===== src/rtl/fifo_uart_tx.sv =====
// FIFO drain stage: pops one DWIDTH-bit word at a time and sends it as
// DWIDTH/8 back-to-back 8N1 UART frames, least-significant byte first.
module fifo_uart_tx #(
  parameter int DWIDTH       = 16,
  parameter int CLKS_PER_BIT = 434
) (
  input  logic              clk,
  input  logic              rstn,
  input  logic              enable,
  input  logic              fifo_empty,
  output logic              fifo_rd_en,
  input  logic [DWIDTH-1:0] fifo_dout,
  output logic              tx,
  output logic              busy
);

  localparam int NBYTES = DWIDTH / 8;
  localparam int BYTE_W = (NBYTES > 1) ? $clog2(NBYTES) : 1;
  localparam int BAUD_W = $clog2(CLKS_PER_BIT);

  localparam logic [BYTE_W-1:0] LAST_BYTE = BYTE_W'(NBYTES - 1);
  localparam logic [BAUD_W-1:0] LAST_BAUD = BAUD_W'(CLKS_PER_BIT - 1);

  typedef enum logic [2:0] {
    IDLE,
    POP,
    LOAD,
    START,
    DATA,
    STOP
  } state_t;

  state_t            state;
  logic [DWIDTH-1:0] shreg;
  logic [BAUD_W-1:0] baud_cnt;
  logic [2:0]        bit_idx;
  logic [BYTE_W-1:0] byte_idx;
  logic              bit_done;

  assign bit_done = (baud_cnt == LAST_BAUD);

  // NOTE: every register here, including tx and the FIFO strobe, is assigned
  // with <= so all next-state values are computed from the same pre-edge state.
  always_ff @(posedge clk or negedge rstn) begin
    if (!rstn) begin
      state      <= IDLE;
      shreg      <= '0;
      baud_cnt   <= '0;
      bit_idx    <= '0;
      byte_idx   <= '0;
      tx         <= 1'b1;
      fifo_rd_en <= 1'b0;
      busy       <= 1'b0;
    end else begin
      fifo_rd_en <= 1'b0;
      case (state)
        IDLE: begin
          if (enable && !fifo_empty) begin
            state      <= POP;
            fifo_rd_en <= 1'b1;
            busy       <= 1'b1;
          end
        end

        // The read request is on the FIFO port during this cycle; data
        // appears one cycle later, in LOAD.
        POP: state <= LOAD;

        LOAD: begin
          shreg    <= fifo_dout;
          byte_idx <= '0;
          baud_cnt <= '0;
          tx       <= 1'b0;
          state    <= START;
        end

        START: begin
          if (bit_done) begin
            baud_cnt <= '0;
            bit_idx  <= '0;
            tx       <= shreg[0];
            shreg    <= {1'b0, shreg[DWIDTH-1:1]};
            state    <= DATA;
          end else begin
            baud_cnt <= baud_cnt + BAUD_W'(1);
          end
        end

        // After the eighth bit the word register has shifted a whole byte,
        // so bit 0 already holds the next byte's LSB.
        DATA: begin
          if (bit_done) begin
            baud_cnt <= '0;
            if (bit_idx == 3'd7) begin
              tx    <= 1'b1;
              state <= STOP;
            end else begin
              bit_idx <= bit_idx + 3'd1;
              tx      <= shreg[0];
              shreg   <= {1'b0, shreg[DWIDTH-1:1]};
            end
          end else begin
            baud_cnt <= baud_cnt + BAUD_W'(1);
          end
        end

        STOP: begin
          if (bit_done) begin
            baud_cnt <= '0;
            if (byte_idx != LAST_BYTE) begin
              byte_idx <= byte_idx + BYTE_W'(1);
              tx       <= 1'b0;
              state    <= START;
            end else begin
              busy  <= 1'b0;
              state <= IDLE;
            end
          end else begin
            baud_cnt <= baud_cnt + BAUD_W'(1);
          end
        end

        default: begin
          tx    <= 1'b1;
          busy  <= 1'b0;
          state <= IDLE;
        end
      endcase
    end
  end

endmodule


===== config.mk =====
export PLATFORM = sky130hd
export DESIGN_NAME = fifo_uart_tx
export DESIGN_NICKNAME = d
export VERILOG_FILES = /design/src/rtl/fifo_uart_tx.sv
export SDC_FILE = /design/constraint.sdc
export NUM_CORES = 1
export LEC_CHECK = 0
export ABC_AREA = 1
export CORE_UTILIZATION = 43
export DETAILED_ROUTE_END_ITERATION = 10
export GPL_ROUTABILITY_DRIVEN = 0
export PLACE_DENSITY = 0.66
export RECOVER_POWER = 25
export SETUP_SLACK_MARGIN = 0.5
export SLEW_MARGIN = 40
export SYNTH_ARGS = -nofsm -noshare
export SYNTH_HDL_FRONTEND = slang
export SYNTH_SLANG_ARGS = --single-unit

===== constraint.sdc =====
create_clock -name clk -period 1.4 [get_ports clk]
set_clock_uncertainty 0.1 [all_clocks]
set_input_delay 0.28 -clock clk [delete_from_list [all_inputs] [get_ports clk]]
set_output_delay 0.28 -clock clk [all_outputs]
set_load 0.02 [all_outputs]

# Word-level counts from Yosys, hierarchy flattened
# Index checks and enable logic that the tools add are counted.
dict set report totals {
  inputBits 20
  elab_cells 76
  romBits 0
  regBits 35
  ram_bits 0
  memories 0
  out_inout_bits 3
  latch_bits 0
}
dict set report classes {
  mul 0
  bitwise_logic 2
  shift 0
  n_lt_le_gt_ge 0
  n_reduce_logical 16
  eq_ne 15
  muxes 32
  n_addsub 3
  div_mod_pow 0
}
# op count
set op_table {}
lappend op_table {{$mux 16} 3}
lappend op_table {{$pmux 16 s3} 1}
lappend op_table {{$mux 3} 8}
lappend op_table {{$pmux 3 s6} 1}
lappend op_table {{$pmux 9 s2} 1}
lappend op_table {{$ne 2x2->1 const B} 8}
lappend op_table {{$mux 1} 12}
lappend op_table {{$reduce_and 4->1} 3}
lappend op_table {{$reduce_and 5->1} 2}
lappend op_table {{$add 9x1->9 const B} 1}
lappend op_table {{$eq 3x3->1 const B} 3}
lappend op_table {{$eq 9x9->1 const B} 1}
lappend op_table {{$mux 9} 1}
lappend op_table {{$eq 3x2->1 const B} 2}
lappend op_table {{$pmux 3 s2} 1}
lappend op_table {{$reduce_bool 2->1} 3}
lappend op_table {{$pmux 1 s5} 1}
lappend op_table {{$reduce_or 4->1} 1}
lappend op_table {{$add 3x1->3 const B} 1}
lappend op_table {{$eq 3x1->1 const B} 1}
lappend op_table {{$logic_not 3->1} 1}
lappend op_table {{$pmux 1 s3} 1}
lappend op_table {{$reduce_bool 3->1} 1}
lappend op_table {{$reduce_or 3->1} 1}
lappend op_table {{8 further kinds} 9}

# Logic depth before layout (Yosys ltp)
dict set report depth {
  ltp_word 4
  ltp_mapped 10
}

# Worst setup path before layout
# No wires, ideal clock.
dict set report synth_timing {
  kind {register to register}
  startpoint {register baud_cnt[1]}
  endpoint {register shreg[10]}
  t_arrival_ns 1.281
  stages_incl_launch_ff 11
  path_buffers 1
  setup_slack_ns -0.098
  required_time_ns 1.183
  path_cell_list {dfrtp_1 > inv_1 > ha_1 > nand2_1 > nor2_1 > nand2_2 > nand2_4 > nand3_4 > buf_6 > nand2_1 > nand2_1}
}
dict set report synth_via {
  elab_chain_cells 3
  elab_cells_between_ends 4
  classes_between {3 x eq/ne; 1 x reduce/logical}
}
# item line_no
set synth_lines {}
lappend synth_lines {{start, declared} 35} ;# logic [BAUD_W-1:0] baud_cnt;
lappend synth_lines {{start signal, assigned} 85} ;# baud_cnt <= baud_cnt + BAUD_W'(1);
lappend synth_lines {{start signal, assigned} 103} ;# baud_cnt <= baud_cnt + BAUD_W'(1);
lappend synth_lines {{start signal, assigned} 119} ;# baud_cnt <= baud_cnt + BAUD_W'(1);
lappend synth_lines {{$eq 9x9->1 (*)} 40} ;# assign bit_done = (baud_cnt == LAST_BAUD);
lappend synth_lines {{$ne 2x2->1 (no source line)} n/a}
lappend synth_lines {{$reduce_and 4->1 (no source line) (*)} n/a}
lappend synth_lines {{end signal, assigned} 70} ;# shreg <= fifo_dout;
lappend synth_lines {{end signal, assigned} 82} ;# shreg <= {1'b0, shreg[DWIDTH-1:1]};
lappend synth_lines {{end signal, assigned} 100} ;# shreg <= {1'b0, shreg[DWIDTH-1:1]};
lappend synth_lines {{end, declared} 34} ;# logic [DWIDTH-1:0] shreg;
# Every way passes the cells marked *; elsewhere a longest branch is shown, timed or not.
# A chain may end at the register's enable or synchronous reset.

# Worst setup path after layout
dict set report layout_timing {
  startpoint {register state[0]}
  endpoint {register shreg[6]}
}
dict set report layout_via {
  elab_chain_cells 3
  elab_cells_between_ends 9
  classes_between {6 x eq/ne; 1 x mux; 2 x reduce/logical}
}
# item line_no
set layout_lines {}
lappend layout_lines {{start, declared} 33} ;# state_t state;
lappend layout_lines {{start signal, assigned} 46} ;# state <= IDLE;
lappend layout_lines {{start signal, assigned} 59} ;# state <= POP;
lappend layout_lines {{start signal, assigned} 67} ;# POP: state <= LOAD;
lappend layout_lines {{$eq 3x3->1 / $eq 3x2->1 (equally long branches)} 56} ;# case (state)
lappend layout_lines {{$ne 2x2->1 (no source line) / $reduce_bool 3->1 (equally long branches)} n/a}
lappend layout_lines {{$reduce_and 4->1 (no source line)} n/a}
# Several ways; a longest one is shown, not always the timed one.

==> flow_summary.ini <==
[routing]
wl_mm = 5.58
wire_per_inst_um = 13.0
drt_iter0_drc = 77
drc_errors = 0
final_antenna_net_count = 0
post_drt_via_cell_ratio = 4.99
vias = 2150
dr.pass1.iters = 4

[finish]
antenna_cells = 0
drive_gt1_frac = 0.352
syn_to_final_growth_pct = 49.7
nFillCells = 374
final_cell_mix = nand2_1 (114), buf_4 (38), dfrtp_1 (31)
final_common_cell = nand2_1
nNetsFinal = 389

[setup_path]
cp-start-kind = register
crit_buf_inv = 3
max_stage_delay_ns = 0.51
path_class = reg2reg
cp.required_ns = 1.48
path_delay_family = simple AND/OR/NAND/NOR gates
cp_cell_sequence = inv_2, nand2_2, nor2_4, nand2_4, nand2_2, inv_2, buf_12, nand3_1, nand2_1
endpoint_kind = register
crit_slowest_cell = dfrtp_2
critPathArrivalTime_ns = 1.66
path_max_fanout = 16

[timing]
fin_crit_ns = 1.59
fmax_mhz = 630
tightest_slew_ns = 0.813
hold_violations = 0
fin_crit_sh = 1.13
rsz0062_at_grt = yes
whs_ns = 0.380
setup_viol = 33
fin_ws_ns = -0.186
drv_slew = 0
max_slew_margin = 0.458

[global_routing]
grt_overflow = 0
grt_pass1_wl_mm = 8.89
grt_pass1_vias = 1981
grt_usage = 0.221
antenna_found_initial = 0
grt_max_degree = 36

[outcome]
status = complete, but fails checks
violations = setup timing

[power]
power_leakage_nw = 1.57
design_power_total_w = 0.00192
swShare = 0.236
pwr-share-clk = 0.378
internal-power_w = 0.00147
p_per_area_nw_per_um2 = 598
netSwitchingPower_w = 0.000453
p_comb_frac = 0.075
vdd_drop_max_v = 0.000404
seqPwrFrac = 0.548

[clocking]
cts_tree = done
insertion_delay_ns = 0.29
clkTransAtPathRegs_ns = 0.07
clock-sinks = 35
cts-root-buf = clkbuf_8
ctsLongestPathBuffers = 2
cts.htree.levels = 2
cts_made_buffers = 5

[yosys]
yosysTopAreaCell = dfrtp_1
yosysSeqAreaShare = 0.409
syn_inst = 290
yosys_warnings = 0
avgSynthCellArea_um2 = 7.40
synth_top_cell_area_share = 0.397
netlist_area_um2 = 2140
yosysUniqueCellTypes = 29
netlist_top_cells_area = dfrtp_1 (40%), nand2_1 (23%), nand3_1 (7.7%)
syn_nets = 316
ys_ff_latch = 35

[flow_run]
drv_cap = 0

[placed_design]
portBuffers = 22
hpwl_mm = 3.50
post-place-ws_ns = -0.205

[die]
die_w_um = 72.6
die_area_um2 = 5270
die_h_um = 72.6
core_area_um2 = 4750
rows = 25
start_util = 0.451
ios = 23

[worst_hold_path]
hold_class = reg2reg
routing by layer:
layer / vias to the layer above / routed length, um / global-route usage / part of all wire
met5: - / 0 / 0 / 0
met3: 12 / 255 / 0.0442 / 0.046
met4: 0 / 119 / 0.0871 / 0.021
met2: 54 / 2620 / 0.363 / 0.47
li1: 1068 / - / - / -
met1: 1016 / 2580 / 0.287 / 0.46
Yosys cell counts (all sizes together):
cell and n:
a21oi 2, buf 10, dfrtp 34, dfstp 1, ha 6, inv 21
nand2 136, nand3 37, nand4 4, nor2 17, nor3 1, o21ai 14
o21bai 1, or2 2, xnor2 2, xor2 2
stage by stage:
step,instance area [um^2],instances,util,setup TNS (ns)
CTS,3050,426,0.641,-3.75
global route,3210,431,0.675,-6.45
global placement,2780,410,0.584,-4.51
detailed placement,2780,410,0.584,-5.69
floorplan,2210,290,-,-1.51
finish,3210,431,0.675,-4.01
layout make-up:
class	instances	area (um^2)	area share
clock buffers	6	72.6	0.0226
clock inverters	2	12.5	0.00390
inverters	21	88.8	0.0277
multi-input cells	226	1360	0.424
flip-flops and latches	35	881	0.274
well taps	67	83.8	0.0261
repair buffers	74	709	0.221
worst min-delay path: cells and delay by family, from the launching register on:
family | cells | cell delay [ns]
flops | 1 | 0.34
simple gates | 2 | 0.10
sequential cells by signal, indices dropped and copies added (netlist names):
register	cells
byte_idx	1
tx	1
bit_idx	3
state	3
fifo_rd_en	1
baud_cnt	9
shreg	16
busy	1
cells by family (layout without fill, tap and decap cells):
| group | after synthesis | in the layout | share of synthesized area |
|---|---|---|---|
| compound gates | 17 | 17 | 0.0478 |
| xor+xnor | 4 | 4 | 0.0163 |
| buf+inv | 31 | 103 | 0.0846 |
| simple gates | 197 | 199 | 0.407 |
| fa+ha+maj | 6 | 6 | 0.0350 |
| flops | 35 | 35 | 0.409 |
path summary, 6_finish.rpt:
kind	endpoint	cells after the start	startpoint	slack (ns)
max in group asynchronous	state[0]	2	rstn	0.20
hold reg to reg	shreg[12]	2	shreg[12]	0.38
hold / removal	shreg[12]	2	shreg[12]	0.38
setup reg to reg	shreg[6]	9	state[0]	-0.19
min in group asynchronous	baud_cnt[5]	2	rstn	0.43
setup / recovery	shreg[6]	9	state[0]	-0.19
repair_timing:
action,in CTS,in global routing
cloned,2,1
setup endpoints to repair,38,38
setup buffers,6,4
resized for setup,54,30
hold buffers,0,0
pin swaps,19,13
power by group through the flow:
| stage | clock (W) | combinational (W) | sequential, W |
|---|---|---|---|
| 2_1_floorplan | 0 | 0.0000431 | 0.00107 |
| 3_3_place_gp | 0 | 0.000137 | 0.00107 |
| 3_5_place_dp | 0 | 0.000139 | 0.00107 |
| 4_1_cts | 0.000742 | 0.000146 | 0.00105 |
| 5_1_grt | 0.000782 | 0.000162 | 0.00105 |
| 6_report | 0.000725 | 0.000144 | 0.00105 |
(Power assumes the default switching activity.)
